`src/rtl/dcache_pkg.sv`:
```
// Shared definitions for the direct-mapped write-through data cache.
// Op encodings, FSM states, store lane steering and load normalization.
package dcache_pkg;

    localparam logic [3:0] OP_LB  = 4'b1000;
    localparam logic [3:0] OP_LH  = 4'b1001;
    localparam logic [3:0] OP_LW  = 4'b1010;
    localparam logic [3:0] OP_SB  = 4'b1011;
    localparam logic [3:0] OP_LBU = 4'b1100;
    localparam logic [3:0] OP_LHU = 4'b1101;
    localparam logic [3:0] OP_SH  = 4'b1110;
    localparam logic [3:0] OP_SW  = 4'b1111;

    typedef enum logic [1:0] {
        IDLE,
        REFILL,
        WTHRU,
        DONE
    } state_t;

    function automatic logic is_store(input logic [3:0] op);
        return (op == OP_SB) || (op == OP_SH) || (op == OP_SW);
    endfunction

    function automatic logic [3:0] st_strb(
        input logic [3:0] op,
        input logic [1:0] align
    );
        logic [3:0] s;
        s = 4'b0000;
        unique case (op)
            OP_SB:   s = 4'b0001 << align;
            OP_SH:   s = align[1] ? 4'b1100 : 4'b0011;
            OP_SW:   s = 4'b1111;
            default: s = 4'b0000;
        endcase
        return s;
    endfunction

    function automatic logic [31:0] st_data(
        input logic [3:0]  op,
        input logic [31:0] wd
    );
        logic [31:0] d;
        d = wd;
        unique case (op)
            OP_SB:   d = {4{wd[7:0]}};
            OP_SH:   d = {2{wd[15:0]}};
            default: d = wd;
        endcase
        return d;
    endfunction

    // align[0] is ignored for halves and all of align for words
    function automatic logic [31:0] ld_norm(
        input logic [3:0]  op,
        input logic [1:0]  align,
        input logic [31:0] word
    );
        logic [7:0]  b;
        logic [15:0] h;
        logic [31:0] r;
        b = word[8*align +: 8];
        h = align[1] ? word[31:16] : word[15:0];
        r = word;
        unique case (op)
            OP_LB:   r = {{24{b[7]}}, b};
            OP_LBU:  r = {24'h0, b};
            OP_LH:   r = {{16{h[15]}}, h};
            OP_LHU:  r = {16'h0, h};
            default: r = word;
        endcase
        return r;
    endfunction

endpackage

```
`src/rtl/dcache_array.sv`:
```
// Tag/valid/data storage for the direct-mapped data cache.
// Combinational lookup, byte-strobed write, valid bits cleared on reset.
module dcache_array #(
    parameter  int LINES   = 64,
    localparam int INDEX_W = $clog2(LINES),
    localparam int TAG_W   = 30 - INDEX_W
) (
    input  logic               clk_i,
    input  logic               rst_i,
    input  logic [INDEX_W-1:0] rd_idx_i,
    input  logic [TAG_W-1:0]   rd_tag_i,
    output logic               hit_o,
    output logic [31:0]        rd_data_o,
    input  logic               we_i,
    input  logic               fill_i,
    input  logic [INDEX_W-1:0] wr_idx_i,
    input  logic [TAG_W-1:0]   wr_tag_i,
    input  logic [3:0]         wr_strb_i,
    input  logic [31:0]        wr_data_i
);

    logic [LINES-1:0] valid_q;
    logic [TAG_W-1:0] tag_q  [LINES];
    logic [31:0]      data_q [LINES];

    always_ff @(posedge clk_i) begin
        if (rst_i) begin
            valid_q <= '0;
        end else if (we_i && fill_i) begin
            valid_q[wr_idx_i] <= 1'b1;
        end
    end

    // Contents need no reset: a line is only read once its valid bit is set
    always_ff @(posedge clk_i) begin
        if (we_i) begin
            if (fill_i) begin
                tag_q[wr_idx_i] <= wr_tag_i;
            end
            for (int b = 0; b < 4; b++) begin
                if (wr_strb_i[b]) begin
                    data_q[wr_idx_i][8*b +: 8] <= wr_data_i[8*b +: 8];
                end
            end
        end
    end

    assign hit_o     = valid_q[rd_idx_i] && (tag_q[rd_idx_i] == rd_tag_i);
    assign rd_data_o = data_q[rd_idx_i];

endmodule

```
`src/rtl/dcache_controller.sv`:
```
// Direct-mapped write-through no-write-allocate data cache controller.
// Optional hit/miss counters are enabled by defining DCACHE_STATS_EN.
module dcache_controller
    import dcache_pkg::*;
#(
    parameter  int LINES   = 64,
    localparam int INDEX_W = $clog2(LINES),
    localparam int TAG_W   = 30 - INDEX_W
) (
    input  logic        clk_i,
    input  logic        rst_i,
    input  logic [31:0] req_addr_i,
    input  logic [3:0]  op_type_i,
    input  logic [31:0] wdata_i,
    output logic        stall_o,
    output logic        resp_valid_o,
    output logic [31:0] rdata_o,
    output logic        mem_req_o,
    output logic        mem_we_o,
    output logic [31:0] mem_addr_o,
    output logic [31:0] mem_wdata_o,
    output logic [3:0]  mem_wstrb_o,
    input  logic [31:0] mem_rdata_i,
    input  logic        mem_ready_i
`ifdef DCACHE_STATS_EN
    ,
    output logic [31:0] hit_cnt_o,
    output logic [31:0] miss_cnt_o
`endif
);

    state_t state_q, state_d;

    logic [31:0] addr_q;
    logic [3:0]  op_q;
    logic        hit_q;
    logic        mem_req_q;
    logic        mem_we_q;
    logic [31:0] mem_addr_q;
    logic [31:0] mem_wdata_q;
    logic [3:0]  mem_wstrb_q;
    logic [31:0] rdata_q;

    logic        is_mem;
    logic        is_st;
    logic        lk_hit;
    logic [31:0] lk_data;
    logic        mem_done;

    logic        arr_we;
    logic        arr_fill;
    logic [3:0]  arr_strb;
    logic [31:0] arr_wdata;

    assign is_mem   = op_type_i[3];
    assign is_st    = is_store(op_type_i);
    assign mem_done = mem_req_q && mem_ready_i;

    // Refill writes a whole line; a store only merges into a line it hit
    assign arr_fill  = (state_q == REFILL);
    assign arr_we    = !rst_i && mem_done
                     && (arr_fill || ((state_q == WTHRU) && hit_q));
    assign arr_strb  = arr_fill ? 4'b1111 : mem_wstrb_q;
    assign arr_wdata = arr_fill ? mem_rdata_i : mem_wdata_q;

    dcache_array #(
        .LINES (LINES)
    ) u_array (
        .clk_i     (clk_i),
        .rst_i     (rst_i),
        .rd_idx_i  (req_addr_i[INDEX_W+1:2]),
        .rd_tag_i  (req_addr_i[31:INDEX_W+2]),
        .hit_o     (lk_hit),
        .rd_data_o (lk_data),
        .we_i      (arr_we),
        .fill_i    (arr_fill),
        .wr_idx_i  (addr_q[INDEX_W+1:2]),
        .wr_tag_i  (addr_q[31:INDEX_W+2]),
        .wr_strb_i (arr_strb),
        .wr_data_i (arr_wdata)
    );

    always_comb begin
        state_d      = state_q;
        stall_o      = 1'b0;
        resp_valid_o = 1'b0;
        unique case (state_q)
            IDLE: begin
                if (is_mem && !rst_i) begin
                    stall_o = 1'b1;
                    if (is_st) begin
                        state_d = WTHRU;
                    end else if (lk_hit) begin
                        state_d = DONE;
                    end else begin
                        state_d = REFILL;
                    end
                end
            end
            REFILL, WTHRU: begin
                stall_o = 1'b1;
                if (mem_done) begin
                    state_d = DONE;
                end
            end
            DONE: begin
                resp_valid_o = 1'b1;
                state_d      = IDLE;
            end
            default: state_d = IDLE;
        endcase
    end

    always_ff @(posedge clk_i) begin
        if (rst_i) begin
            state_q     <= IDLE;
            addr_q      <= '0;
            op_q        <= '0;
            hit_q       <= 1'b0;
            mem_req_q   <= 1'b0;
            mem_we_q    <= 1'b0;
            mem_addr_q  <= '0;
            mem_wdata_q <= '0;
            mem_wstrb_q <= '0;
            rdata_q     <= '0;
        end else begin
            state_q <= state_d;
            case (state_q)
                IDLE: begin
                    if (is_mem) begin
                        addr_q      <= req_addr_i;
                        op_q        <= op_type_i;
                        hit_q       <= lk_hit;
                        mem_addr_q  <= {req_addr_i[31:2], 2'b00};
                        mem_wdata_q <= st_data(op_type_i, wdata_i);
                        mem_wstrb_q <= st_strb(op_type_i, req_addr_i[1:0]);
                        mem_we_q    <= is_st;
                        mem_req_q   <= is_st || !lk_hit;
                        if (!is_st && lk_hit) begin
                            rdata_q <= ld_norm(op_type_i, req_addr_i[1:0],
                                               lk_data);
                        end
                    end
                end
                REFILL: begin
                    if (mem_done) begin
                        mem_req_q <= 1'b0;
                        rdata_q   <= ld_norm(op_q, addr_q[1:0], mem_rdata_i);
                    end
                end
                WTHRU: begin
                    if (mem_done) begin
                        mem_req_q <= 1'b0;
                    end
                end
                default: ;
            endcase
        end
    end

`ifdef DCACHE_STATS_EN
    logic [31:0] hit_cnt_q;
    logic [31:0] miss_cnt_q;

    always_ff @(posedge clk_i) begin
        if (rst_i) begin
            hit_cnt_q  <= '0;
            miss_cnt_q <= '0;
        end else if ((state_q == IDLE) && is_mem && !is_st) begin
            if (lk_hit) begin
                hit_cnt_q <= hit_cnt_q + 32'd1;
            end else begin
                miss_cnt_q <= miss_cnt_q + 32'd1;
            end
        end
    end

    assign hit_cnt_o  = hit_cnt_q;
    assign miss_cnt_o = miss_cnt_q;
`endif

    assign rdata_o     = rdata_q;
    assign mem_req_o   = mem_req_q;
    assign mem_we_o    = mem_we_q;
    assign mem_addr_o  = mem_addr_q;
    assign mem_wdata_o = mem_wdata_q;
    assign mem_wstrb_o = mem_wstrb_q;

endmodule

```
`config.mk`:
```
export PLATFORM = sky130hd
export DESIGN_NAME = dcache_controller
export DESIGN_NICKNAME = d
export VERILOG_FILES = /design/src/rtl/dcache_pkg.sv /design/src/rtl/dcache_array.sv /design/src/rtl/dcache_controller.sv
export SDC_FILE = /design/constraint.sdc
export NUM_CORES = 2
export LEC_CHECK = 0
export ABC_CLOCK_PERIOD_IN_PS = 11300
export BUFFER_PORTS_ARGS = -buffer_cell sky130_fd_sc_hd__buf_2
export CAP_MARGIN = 40
export CORE_UTILIZATION = 40
export CTS_BUF_LIST = sky130_fd_sc_hd__clkbuf_4
export CTS_CLUSTER_SIZE = 16
export DETAILED_ROUTE_END_ITERATION = 7
export SLEW_MARGIN = 10
export SYNTH_ARGS = -nofsm -noshare
export SYNTH_HDL_FRONTEND = slang
export SYNTH_SLANG_ARGS = --single-unit
```
`constraint.sdc`:
```
create_clock -name clk_i -period 11.3 [get_ports clk_i]
set_input_delay 0.565 -clock clk_i [delete_from_list [all_inputs] [get_ports clk_i]]
set_output_delay 0.565 -clock clk_i [all_outputs]
set_load 0.05 [all_outputs]
```
# [Yosys cells after proc, flatten, opt, wreduce, memory -nomap -nowiden]
# Memory sizes are Yosys's and may differ from the RTL's.
# Cells that the tools add are included.
[classes] shift=3 bitwise=1 reduce_logical=24 n_mux=43 add_sub_neg=0 eq_ne=20 div=0 magnitude_cmp=3 mul=0
[ops] cell="$pmux W32 S4" n=2
[ops] cell="$mux W32" n=4
[ops] cell="$pmux W32 S2" n=2
[ops] cell="$or A64 B64 Y64" n=1
[ops] cell="$shiftx A32 B6 Y8" n=2
[ops] cell="$eq A4 B4 Y1 const B" n=11
[ops] cell="$mux W16" n=2
[ops] cell="$eq A24 B24 Y1" n=1
[ops] cell="$mux W1" n=21
[ops] cell="$lt A6 B7 Y1 const B" n=2
[ops] cell="$pmux W4 S3" n=1
[ops] cell="$logic_and A1 B1 Y1" n=9
[ops] cell="$mux W2" n=4
[ops] cell="$mux W4" n=2
[ops] cell="$ne A2 B2 Y1 const B" n=4
[ops] cell="$bmux W1 S6" n=1
[ops] cell="$demux W1 S6" n=1
[ops] cell="$ge A6 B1 Y1 const B" n=1
[ops] cell="$pmux W2 S3" n=1
[ops] cell="$eq A2 B2 Y1 const B" n=2
[ops] cell="$logic_or A1 B1 Y1" n=4
[ops] cell="$pmux W1 S2" n=2
[ops] cell="$reduce_and A2 Y1" n=2
[ops] cell="$reduce_and A4 Y1" n=1
[ops] cell="8 further kinds" n=11
[totals] mem_bits_rw=3584 n_memories=2 input_bits=103 latchBits=0 word_cells=107 out_inout_bits=104 romBits=0 regBits=203
[memory_table] memory="u_array.data_q" depth=64 width=32 rd=1 rd_ports_with_merged_regs=0 wr=1 line_no="dcache_array.sv:24" rtl="logic [31:0] data_q [LINES];"
[memory_table] memory="u_array.tag_q" depth=64 width=24 rd=1 rd_ports_with_merged_regs=0 wr=1 line_no="dcache_array.sv:23" rtl="logic [TAG_W-1:0] tag_q [LINES];"

# [Longest topological paths before layout]
[depth] word_depth=8 mapped_depth=21 ltp_nobuf=12

# [Modules after synthesis]
# Synthesis repeated with hierarchy kept, for this count alone.
[unflattened] cells_unflattened=6941 hier_area_um2=146314.1
[modules_own_cells] module="dcache_array" cells_per_inst=6161 seq_area_each_um2=108904.4 area_each_um2=140023.0 instances=1
[modules_own_cells] module="dcache_controller" cells_per_inst=780 seq_area_each_um2=2182.1 area_each_um2=6291.0 instances=1

# [Worst setup path before layout]
# No wires, ideal clock.
[synth_timing] path_type="flip-flop to flip-flop" startpoint="register state_q[1]" endpoint="memory u_array.data_q[0][0] (data pin)" path_stages_with_launch=8 arrival_ns=3.899 synth_period_minus_slack_ns=4.601 required_ns=10.598 path_slack_ns=6.699 path_buffers=4 setup_time_ns=0.702 path_cell_list="dfxtp_1 > inv_1 > ha_1 > clkbuf_1 > clkbuf_1 > buf_1 > clkbuf_1 > o21ai_0"
[synth_between] elab_chain_cells=2
[synth_rtl] item="start: declaration" line_no="dcache_controller.sv:32" rtl="state_t state_q, state_d;"
[synth_rtl] item="start signal: assignment" line_no="dcache_controller.sv:127" rtl="state_q <= state_d;"
[synth_rtl] item="$eq A2 B1 Y1" line_no="dcache_controller.sv:60" rtl="assign arr_fill = (state_q == REFILL);"
[synth_rtl] item="$mux W32" line_no="dcache_controller.sv:64" rtl="assign arr_wdata = arr_fill ? mem_rdata_i : mem_wdata_q;"
[synth_rtl] item="net arr_wdata[0]" line_no="dcache_controller.sv:53" rtl="logic [31:0] arr_wdata;"
[synth_rtl] item="end: declaration" line_no="dcache_array.sv:24"
# The timed path passes the listed nets, and every way through them passes these cells.

# [Worst setup path in the final report]
[layout_timing] startpoint="input port req_addr_i[6]" endpoint="register rdata_q[16], in the netlist rdata_o[16]"
[layout_between] elab_chain_cells=6 word_cells_on_any_way=15 classes_between="eq/ne: 2; shift: 1; mux: 7; reduce/logical: 3; memory: 2"
[layout_rtl] item="start: declaration" line_no="dcache_controller.sv:12" rtl="input logic [31:0] req_addr_i,"
[layout_rtl] item="$mem_v2 Z64 W32, or another cell as far along"
[layout_rtl] item="$shiftx A32 B6 Y8, or another cell as far along" line_no="dcache_pkg.sv:63" rtl="b = word[8*align +: 8];"
[layout_rtl] item="$pmux W32 S4 or $logic_and A1 B1 Y1 (tied branches)" line_no="dcache_pkg.sv:66, dcache_array.sv:48"
[layout_rtl] item="$mux W32 or $logic_and A1 B1 Y1 (tied branches)" line_no="dcache_controller.sv:139" rtl="if (!is_st && lk_hit) begin"
[layout_rtl] item="$mux W32 or $ne A2 B2 Y1 (tied branches)"
[layout_rtl] item="$pmux W32 S2 or $reduce_and A4 Y1 (tied branches)"
[layout_rtl] item="end signal: assignment" line_no="dcache_controller.sv:140" rtl="rdata_q <= ld_norm(op_type_i, req_addr_i[1:0],"
[layout_rtl] item="end signal: assignment" line_no="dcache_controller.sv:148" rtl="rdata_q <= ld_norm(op_q, addr_q[1:0], mem_rdata_i);"
[layout_rtl] item="end: declaration" line_no="dcache_controller.sv:42" rtl="logic [31:0] rdata_q;"
# Several ways; a longest one is shown, not always the timed one. The select of a mux whose other input is x is not followed.
# A chain may end at the register's enable or synchronous reset.

==> results_dict.tcl <==
set metrics [dict create \
    num-fill-cells 30917 \
    post_synth_instance_area_sq_um 148000 \
    timing.final.crit_period_ns 5.70 \
    path_class "input pin to flip-flop" \
    grt_total_usage 0.261 \
    power_per_cell_area_nw_per_um2 184 \
    violations "design-rule violations" \
    reg2reg_slack_ns 6.16 \
    run_status "finished with violations" \
    cts_max_level 6 \
    top_layer_used "met5" \
    crit_arrival_ns 7.22 \
    detailed_route_wire_length_per_cell_microns 34.3 \
    grt_max_degree 118 \
    final.period_utilization 0.504 \
    clk-insertion-delay-late_ns 1.71 \
    wl_met3_mm 57.4 \
    highest_clock_rate_mhz 175 \
    synth_cell_type_count 90 \
    transition_time_at_the_pin_with_the_least_slew_margin_ns 1.15 \
    syn_to_final_growth_pct 16.4 \
    final_antenna_net_count 0 \
    kind_of_start_point_of_the_critical_path "input pin" \
    place.gp.congestion 0.991 \
    hold_class "input pin to flip-flop" \
    synth-edff-count 3584 \
    final_stage_net_count 8869 \
    relSlewSlack 0.234 \
    unrepaired_setup_endpoints_after_global_routing "false" \
    initial_utilization 0.402 \
    drv_cap 0 \
    grt_overflow_total 0 \
    syn_inst 7389 \
    yosys_warnings 0 \
    sequential_cell_area_fraction_in_the_yosys_report 0.748 \
    drt_wl_total_mm 496 \
    route.met2.wl_mm 226 \
    critPathMaxFanout 34 \
    final.setup.tns_ns 0 \
    final_setup_violating_endpoints 0 \
    route.detailed.vias_per_inst 5.98 \
    initial_antenna_violation_count 42 \
    required_ns 12.82 \
    tritoncts_clock_tree "built" \
    violation_count_after_the_first_detailed_route_iteration 12129 \
    cts.root.buffer_cell "sky130_fd_sc_hd__clkbuf_4" \
    clk_path_buf_depth 4 \
    chip_height_microns 611 \
    total_power_mw 31.8 \
    power.ir.vdd_worst_mv 0.184 \
    number_of_iterations_in_the_first_detailed_routing_pass 8 \
    leakage_nw 57.8 \
    ys_seq_elements 3757 \
    synth.avg_cell_area_sq_um 20.1 \
    die_w_microns 611 \
    core_region_area_sq_um 369000 \
    route.detailed.drc 264 \
    io_buffer_count 204 \
    tritoncts_num_sinks 3757 \
    worst_setup_hold_path_clk_slew_ns 0.07 \
    crit_path_end_kind "flip-flop" \
    layout.core_utilization 0.468 \
    layout-drive-gt1-share 0.334 \
    cts_buffers 893 \
    die_area_sq_um 374000 \
    place_hpwl_mm 309 \
    report.final.slew_viol_count 0 \
    finalHoldViolations 0 \
    layout_commonest_cell "sky130_fd_sc_hd__edfxtp_1" \
    via_count 86387 \
    global_route_wire_length_before_repair_mm 676 \
    synth_async_sr_flop_share 0 \
    routedLengthMet1_mm 181 \
    fp-row-count 223 \
    ys.flop_type "sky130_fd_sc_hd__edfxtp_1" \
    num_ports 207 \
    finClkSkew_ns 0.150 \
    grt_pass1_vias 84779 \
    most_used_cells_in_the_layout_excluding_fill_and_tap_cells "3584 x sky130_fd_sc_hd__edfxtp_1, 1348 x sky130_fd_sc_hd__clkbuf_4, 844 x sky130_fd_sc_hd__mux4_2" \
]
==> path summary, 6_finish.rpt <==
kind,cells after the start,start,endpoint
setup / recovery,16,req_addr_i[6],rdata_o[16]
hold / removal,6,mem_rdata_i[27],rdata_o[27]
setup reg to reg,12,u_array.tag_q[28][2],rdata_o[16]
hold reg to reg,1,u_array.valid_q[20],u_array.valid_q[20]
==> Yosys cell counts, types with 63 or more instances <==
cell,number,share of area
sky130_fd_sc_hd__nand3_1,63,0.0021
sky130_fd_sc_hd__a21o_1,67,0.0034
sky130_fd_sc_hd__o21ai_0,81,0.0027
sky130_fd_sc_hd__edfxtp_1,3584,0.72
sky130_fd_sc_hd__dfxtp_1,173,0.023
sky130_fd_sc_hd__clkbuf_1,194,0.0049
sky130_fd_sc_hd__buf_2,96,0.0032
sky130_fd_sc_hd__a22oi_1,152,0.0077
sky130_fd_sc_hd__nand2_1,348,0.0088
sky130_fd_sc_hd__buf_4,92,0.0047
sky130_fd_sc_hd__mux2i_1,361,0.024
sky130_fd_sc_hd__nor2_1,413,0.010
sky130_fd_sc_hd__a21oi_1,145,0.0049
sky130_fd_sc_hd__mux4_2,844,0.13
==> critical path, cell delays in order <==
cell and delay (ns):
sky130_fd_sc_hd__dlygate4sd3_1 0.53, sky130_fd_sc_hd__buf_4 0.39, sky130_fd_sc_hd__buf_4 0.50, sky130_fd_sc_hd__buf_4 0.53, sky130_fd_sc_hd__nor2b_1 0.45, sky130_fd_sc_hd__buf_4 0.36
sky130_fd_sc_hd__o21ai_0 0.24, sky130_fd_sc_hd__o21ai_0 0.60, sky130_fd_sc_hd__nor3_1 0.14, sky130_fd_sc_hd__nand4b_1 0.24, sky130_fd_sc_hd__or4_1 0.78, sky130_fd_sc_hd__or3_1 0.51
sky130_fd_sc_hd__buf_4 0.29, sky130_fd_sc_hd__or2_1 0.48, sky130_fd_sc_hd__buf_4 0.32, sky130_fd_sc_hd__o211ai_1 0.21
==> flip-flops by register name, summed over array words and instances (netlist names) <==
register and count:
hit_q 1, mem_req_o 1, mem_wdata_o 32, rdata_o 32, u_array.valid_q 64, mem_wstrb_o 4, u_array.data_q 2048, op_q 4
addr_q 32, mem_we_o 1, state_q 2, u_array.tag_q 1536
==> area by class of cell <==
cell class                      instances  area (sq um)  area share
Sequential cell                      3757        111000       0.643
Multi-Input combinational cell       3111         35000       0.203
Clock buffer                         1348         10100      0.0586
Timing Repair Buffer                  965          8590      0.0498
Tap cell                             4950          6190      0.0359
Clock inverter                        254          1470     0.00852
Inverter                               34           140    0.000811
Antenna cell                           36          90.1    0.000522
==> report_power, final <==
part | switching [mW] | total (mW) | internal (mW)
clock | 5.51 | 11.2 | 5.70
sequential | 0.134 | 16.6 | 16.4
combinational | 3.03 | 4.04 | 1.02
==> routing by layer <==
| layer | vias to the layer above | GRT usage |
|---|---|---|
| li1 | 34033 | - |
| met3 | 1260 | 0.0727 |
| met1 | 45160 | 0.338 |
| met4 | 34 | 0.149 |
| met2 | 5900 | 0.395 |
| met5 | - | 0 |
==> repair_timing <==
item | in CTS | in global routing
hold buffers | 267 | 0
buffers inserted | 0 | 0
endpoints found under the hold margin | 1796 | 0
gates resized for setup | 0 | 0
==> through the flow <==
step,std cells,worst slack (ns),hold WS (ns),cell area (sq um)
after detailed placement,12535,4.53,0.437,158000
after global placement,12281,3.86,0.427,155000
after global routing,14424,5.77,0.121,173000
after floorplan,7390,6.70,0.421,148000
final,14455,5.60,0.159,173000
after CTS,14404,6.01,0.00507,172000
==> logic make-up after synthesis <==
family                     share of synthesized area
muxes                                          0.162
other                                      0.0000253
adders and majority gates                   0.000337
xor gates and xnor gates                     0.00118
buffers and inverters                         0.0210
and+or+nand+nor                               0.0288
AOI/OAI and AO/OA                             0.0380
DFF                                            0.748
No activity file was read; power rests on OpenSTA's default activity.
